File: src/rtl/host_mgmt_responder.sv
// Host-bus management responder: MAC config registers plus a Clause-45 MDIO master.
// Config reads return one cycle later; MIIM frames take 1 + frame_bits*2(D+1) cycles, host_req ignored while busy.
module host_mgmt_responder #(
    parameter int PREAMBLE_BITS = 32,
    parameter int DIV_MIN       = 1
) (
    input  logic        host_clk,
    input  logic        host_reset_n,
    input  logic [1:0]  host_opcode,
    input  logic [9:0]  host_addr,
    input  logic [31:0] host_wr_data,
    output logic [31:0] host_rd_data,
    input  logic        host_miim_sel,
    input  logic        host_req,
    output logic        host_miim_rdy,
    output logic [31:0] rx_cfg_word1,
    output logic [31:0] tx_cfg,
    output logic        mdc,
    output logic        mdio_o,
    output logic        mdio_t,
    input  logic        mdio_i
);

    localparam logic [1:0] ST_IDLE  = 2'd0;
    localparam logic [1:0] ST_SHIFT = 2'd1;
    localparam logic [1:0] ST_DONE  = 2'd2;

    localparam int FRAME_BITS = PREAMBLE_BITS + 32;
    localparam int BW         = $clog2(FRAME_BITS);

    localparam logic [BW-1:0] PRE_END   = BW'(PREAMBLE_BITS);
    localparam logic [BW-1:0] TA_BIT    = BW'(PREAMBLE_BITS + 14);
    localparam logic [BW-1:0] DATA_BIT  = BW'(PREAMBLE_BITS + 16);
    localparam logic [BW-1:0] LAST_BIT  = BW'(FRAME_BITS - 1);
    localparam logic [4:0]    DIV_FLOOR = 5'(DIV_MIN);

    localparam logic [9:0] ADDR_RX_CFG1 = 10'h240;
    localparam logic [9:0] ADDR_TX_CFG  = 10'h280;
    localparam logic [9:0] ADDR_MGMT    = 10'h340;

    logic        cfg_wr;
    logic        cfg_rd;
    logic [31:0] cfg_rd_val;
    logic [4:0]  mgmt_div;
    logic        mgmt_en;

    logic [1:0]    state;
    logic [1:0]    op_q;
    logic [9:0]    addr_q;
    logic [15:0]   data_q;
    logic [4:0]    div_q;
    logic [BW-1:0] bit_cnt;
    logic [4:0]    phase;
    logic          hi_half;
    logic [15:0]   cap_q;

    logic [31:0] tail;
    logic [4:0]  tail_pos;
    logic        tx_bit;
    logic        is_read;
    logic        released;
    logic        accept;

    assign cfg_wr = !host_miim_sel && !host_opcode[1];
    assign cfg_rd = !host_miim_sel &&  host_opcode[1];

    // Bit 31 of the two MAC config words is a reset pulse: cleared the cycle after any write sets it.
    always_ff @(posedge host_clk or negedge host_reset_n) begin
        if (!host_reset_n) begin
            rx_cfg_word1 <= '0;
            tx_cfg       <= '0;
            mgmt_div     <= '0;
            mgmt_en      <= 1'b0;
        end else begin
            rx_cfg_word1[31] <= 1'b0;
            tx_cfg[31]       <= 1'b0;
            if (cfg_wr) begin
                case (host_addr)
                    ADDR_RX_CFG1: rx_cfg_word1 <= host_wr_data;
                    ADDR_TX_CFG:  tx_cfg       <= host_wr_data;
                    ADDR_MGMT: begin
                        mgmt_div <= host_wr_data[4:0];
                        mgmt_en  <= host_wr_data[5];
                    end
                    default: ;
                endcase
            end
        end
    end

    always_comb begin
        cfg_rd_val = '0;
        case (host_addr)
            ADDR_RX_CFG1: cfg_rd_val = rx_cfg_word1;
            ADDR_TX_CFG:  cfg_rd_val = tx_cfg;
            ADDR_MGMT:    cfg_rd_val = {26'b0, mgmt_en, mgmt_div};
            default:      cfg_rd_val = '0;
        endcase
    end

    // Everything after the preamble: ST, OP, PRTAD, DEVAD, TA, DATA.
    assign tail     = {2'b00, op_q, addr_q, 2'b10, data_q};
    assign tail_pos = 5'(bit_cnt - PRE_END);
    assign tx_bit   = (bit_cnt < PRE_END) ? 1'b1 : tail[~tail_pos];
    assign is_read  = op_q[1];
    assign released = is_read && (bit_cnt >= TA_BIT);
    assign accept   = (state == ST_IDLE) && host_miim_sel && host_req && mgmt_en;

    always_ff @(posedge host_clk or negedge host_reset_n) begin
        if (!host_reset_n) begin
            state         <= ST_IDLE;
            op_q          <= '0;
            addr_q        <= '0;
            data_q        <= '0;
            div_q         <= '0;
            bit_cnt       <= '0;
            phase         <= '0;
            hi_half       <= 1'b0;
            cap_q         <= '0;
            mdc           <= 1'b0;
            mdio_o        <= 1'b1;
            mdio_t        <= 1'b1;
            host_miim_rdy <= 1'b1;
        end else begin
            case (state)
                ST_IDLE: begin
                    if (accept) begin
                        op_q          <= host_opcode;
                        addr_q        <= host_addr;
                        data_q        <= host_wr_data[15:0];
                        div_q         <= (mgmt_div < DIV_FLOOR) ? DIV_FLOOR : mgmt_div;
                        bit_cnt       <= '0;
                        phase         <= '0;
                        hi_half       <= 1'b0;
                        cap_q         <= '0;
                        host_miim_rdy <= 1'b0;
                        state         <= ST_SHIFT;
                    end
                end
                ST_SHIFT: begin
                    // Data changes only at the start of the low half; the PHY's bit is taken as mdc rises.
                    if (phase == 5'd0) begin
                        if (!hi_half) begin
                            mdc    <= 1'b0;
                            mdio_t <= released;
                            mdio_o <= released ? 1'b1 : tx_bit;
                        end else begin
                            mdc <= 1'b1;
                            if (is_read && (bit_cnt >= DATA_BIT)) begin
                                cap_q <= {cap_q[14:0], mdio_i};
                            end
                        end
                    end
                    if (phase == div_q) begin
                        phase   <= '0;
                        hi_half <= ~hi_half;
                        if (hi_half) begin
                            if (bit_cnt == LAST_BIT) begin
                                state <= ST_DONE;
                            end else begin
                                bit_cnt <= bit_cnt + 1'b1;
                            end
                        end
                    end else begin
                        phase <= phase + 5'd1;
                    end
                end
                ST_DONE: begin
                    mdc           <= 1'b0;
                    mdio_o        <= 1'b1;
                    mdio_t        <= 1'b1;
                    host_miim_rdy <= 1'b1;
                    state         <= ST_IDLE;
                end
                default: state <= ST_IDLE;
            endcase
        end
    end

    // A completing MIIM read owns the return bus on its last edge.
    always_ff @(posedge host_clk or negedge host_reset_n) begin
        if (!host_reset_n) begin
            host_rd_data <= '0;
        end else if ((state == ST_DONE) && is_read) begin
            host_rd_data <= {16'b0, cap_q};
        end else if (cfg_rd) begin
            host_rd_data <= cfg_rd_val;
        end
    end

endmodule

File: config.mk
export PLATFORM = sky130hd
export DESIGN_NAME = host_mgmt_responder
export DESIGN_NICKNAME = d
export VERILOG_FILES = /design/src/rtl/host_mgmt_responder.sv
export SDC_FILE = /design/constraint.sdc
export NUM_CORES = 1
export LEC_CHECK = 0
export CELL_PAD_IN_SITES_DETAIL_PLACEMENT = 1
export CELL_PAD_IN_SITES_GLOBAL_PLACEMENT = 1
export CORE_MARGIN = 3
export CORE_UTILIZATION = 40
export DETAILED_ROUTE_END_ITERATION = 7
export HOLD_SLACK_MARGIN = 0.02
export PLACE_DENSITY_LB_ADDON = 0.05
export RECOVER_POWER = 25
export SYNTH_ARGS = -nofsm -noshare
export SYNTH_HDL_FRONTEND = slang
export SYNTH_SLANG_ARGS = --single-unit
File: constraint.sdc
create_clock -name host_clk -period 3.8 [get_ports host_clk]
set_input_delay 0.76 -clock host_clk [delete_from_list [all_inputs] [get_ports host_clk]]
set_output_delay 0.76 -clock host_clk [all_outputs]
set_load 0.03 [all_outputs]
==> impl_results.md <==
* Netlist Area Pre-Place at 0.00732 sq mm
* Slew at the pin closest to its max-slew limit at approximately 2 ns
* Top_reg_cell synth: dfrtp_1
* CP delay by family, top: buffers and inverters
* Initial antenna violation count at 0
* Total grt overflow at 0
* CTS sink cnt at around 170
* CP max-delay cell: clkdlybuf4s50_1
* Routed Antenna Nets at 0
* Nets at 852
* FFs w/ async S/R, synth at 100%
* Final setup viols at 0
* Switch share at around a quarter
* Antenna cells at 0
* Root buf cell: clkbuf_16
* Cts repair resizes at 0
* Tmin final at 2.56 ns
* Synth Warn # at 0
* Max-cap violations at 1
* Worst path max stage delay at between 0.5 and 0.6 ns
* Outcome: finished with violations
* Crit end category: flop
* CTS buffer count at 17
* Area grow syn2layout at 31.9%
* Vias in the first global route at approximately 6400
* Core Area at about 0.018 sq mm
* Gr usage total at between 20% and 30%
* Tcrit/Tclk final at a little under 70%
* Leakage power at approximately 4.4 nW
* Via/cell ratio at 5.51
* RSZ-0062 raised after global routing: no
* Failing checks: capacitance limit, slew limit
* Global-route wire length before repair at ~36000 microns
* Net Sw Power at roughly 1.1 mW
* Register area share after synthesis at 57.8%
* Clk pwr share at 42.8%
* FILL cells at approximately 1900
* Setup WS pre-CTS at 0.832 ns
* Slew HR at -29.9%
* Syn Area/Cell at 11.1 sq um
* Worst path buffer plus inverter count at 3
* Tightest Hold Check Type: reg -> reg
* Crit Path Class: in -> reg
* Post-synth EDFFs at 0
* RD Place Congestion at a little over 0.8
* Skew final at ~0.011 ns
* Setup TNS at 0 ns
* Post-synthesis register bit count at roughly 170
* Hold Buf Count CTS at 0
* Mapped Nets at about 700
* Int Pwr at ~3.1 mW
* Initial Util at a little over two fifths
* Final worst slack at between 1 and 1.5 ns
* Largest net degree at the start of global routing at 77
* Cell Rows at 48
* Arrival @ worst endpoint at ~2.9 ns
* Detailed-router iteration count before antenna repair at 4
* Power share of the sequential group at 46.6%
* Max Slew Vio Count at between 70 and 80
* Die width at about 140 microns
* Clock Tree Buf Depth at 2
* PwrDens at about 440 mW/mm^2
* Placed wire-length estimate at about 15000 microns
* Setup Fix Bufs, Post-CTS at 0
* Clk Latency, worst-skew pair at 0.43 ns
* Netlist cell types at 51
* Io pins at about 150
* Combinational power share at 10.7%
* Mapped Cells at about 660
* Final wirelength at roughly 22000 microns
* Flop-to-flop setup slack at roughly 1.4 ns
* Die area at between 0.015 and 0.02 sq mm
* CP Cell Sequence: clkdlybuf4s50_1, nor2b_1, nor2b_1, buf_4, nor2b_2, buf_4, a22oi_1, o21ai_0
* Port Buffers at 148
* Drt wl/cell at 21.1 microns
* Worst vdd ir at between 0.3 and 0.4 mV
* CP Max Fanout at 26
* TritonCTS clock tree: yes
* Clock H-tree levels at 4
* Final hold violations at 0
* Share of layout cells above drive strength 1 at 16.6%
* Clock-pin slew on the worst setup and hold paths at about 0.070 ns
* Initial DRC count at between 300 and 400
* Max Clock Freq at approximately 390 MHz
* Critical Path RT at between 4 and 5 ns
* Drt drc at 0
* Chip Height at 141 microns
* Via count at approximately 5700
* Critical Path Source Type: primary input
-- flip-flops by register name, summed over array words and instances, names as in the netlist, 5 cells and up --
name,count
div_q,5
addr_q,10
tx_cfg,32
data_q,16
rx_cfg_word1,32
phase,5
host_rd_data,32
cap_q,16
bit_cnt,6
mgmt_div,5
-- synthesized netlist by cell type (5+ instances only) --
cell | n | area [sq um]
o21ai_0 | 51 | 255
clkbuf_1 | 29 | 109
mux2_2 | 71 | 800
nand3_1 | 8 | 40.0
nor2b_1 | 10 | 62.6
nand4_1 | 6 | 37.5
a22oi_1 | 48 | 360
nor2_1 | 10 | 37.5
inv_1 | 12 | 45.0
o221ai_1 | 7 | 61.3
buf_2 | 6 | 30.0
nand2_1 | 150 | 563
dfrtp_1 | 166 | 4150
xor2_1 | 5 | 43.8
a21oi_1 | 7 | 35.0
-- path summary, 6_finish.rpt --
check	start	to	cells after the start
max	host_addr[6]	host_rd_data[26]	8
min	addr_q[8]	addr_q[8]	2
max reg2reg	bit_cnt[0]	mdio_o	5
min reg2reg	addr_q[8]	addr_q[8]	2
max in group asynchronous	host_reset_n	cap_q[11]	2
min in group asynchronous	host_reset_n	host_rd_data[29]	1
-- metrics by stage --
step	std cells	util, %	hold slack, ns	cell area [sq um]	power (mW)
floorplan	659	-	0.437	7320	2.22
global placement	1006	51.4	0.455	9050	2.44
detailed placement	1006	51.4	0.469	9050	2.45
CTS	1038	54.9	0.374	9660	4.27
global route	1038	54.9	0.516	9660	4.41
finish	1038	54.9	0.482	9660	4.22
-- tightest hold or removal path: cells and delay by family (launching register included) --
family | cells | cell delay [ns]
simple gates | 2 | 0.11
flops | 1 | 0.34
-- per-layer routing --
metal / vias up / part of all wire, % / track usage, %
li1: 2613 / - / -
met1: 2938 / 44 / 29.4
met2: 141 / 49 / 37.7
met3: 23 / 6.3 / 6.94
met4: 0 / 1.6 / 6.32
met5: - / 0 / 0
-- cell families (layout without fill, tap and decap cells) --
group	Yosys count	count (layout)	share of synthesized area, %
and+or+nand+nor	214	214	13.3
xor gates and xnor gates	7	7	0.837
adders and majority gates	3	3	0.513
buffers and inverters	53	207	3.02
DFF	169	169	57.8
muxes	78	78	12.3
AOI/OAI and AO/OA	135	135	12.2
-- cells in the final DEF, fill, tap and decap left out, drive strengths merged, types with 6 or more instances in the layout --
| cell type | count |
|---|---|
| inv | 15 |
| a22oi | 48 |
| mux2 | 72 |
| o21ai | 52 |
| nor2 | 10 |
| nor2b | 10 |
| a21oi | 7 |
| nand4 | 6 |
| buf | 15 |
| nand2 | 150 |
| nand3 | 8 |
| o221ai | 7 |
| dfrtp | 166 |
| clkbuf | 20 |
| clkdlybuf4s50 | 147 |
-- cell type report --
class / instances / area, sq um / area share [%]
multi-input cells: 437 / 2880 / 29.9
clock inverters: 13 / 168 / 1.74
flip-flops and latches: 169 / 4230 / 43.8
repair buffers: 163 / 1600 / 16.6
inverters: 12 / 45.0 / 0.467
well taps: 225 / 282 / 2.92
clock buffers: 19 / 443 / 4.59
-- power groups by stage --
stage | Combinational [mW] | Clock (mW) | Sequential [mW]
final | 0.450 | 1.81 | 1.97
after global routing | 0.500 | 1.93 | 1.98
after CTS | 0.457 | 1.85 | 1.96
after detailed placement | 0.454 | 0 | 2.00
after global placement | 0.443 | 0 | 2.00
after floorplan | 0.245 | 0 | 1.98
No activity file was read; power rests on OpenSTA's default activity.
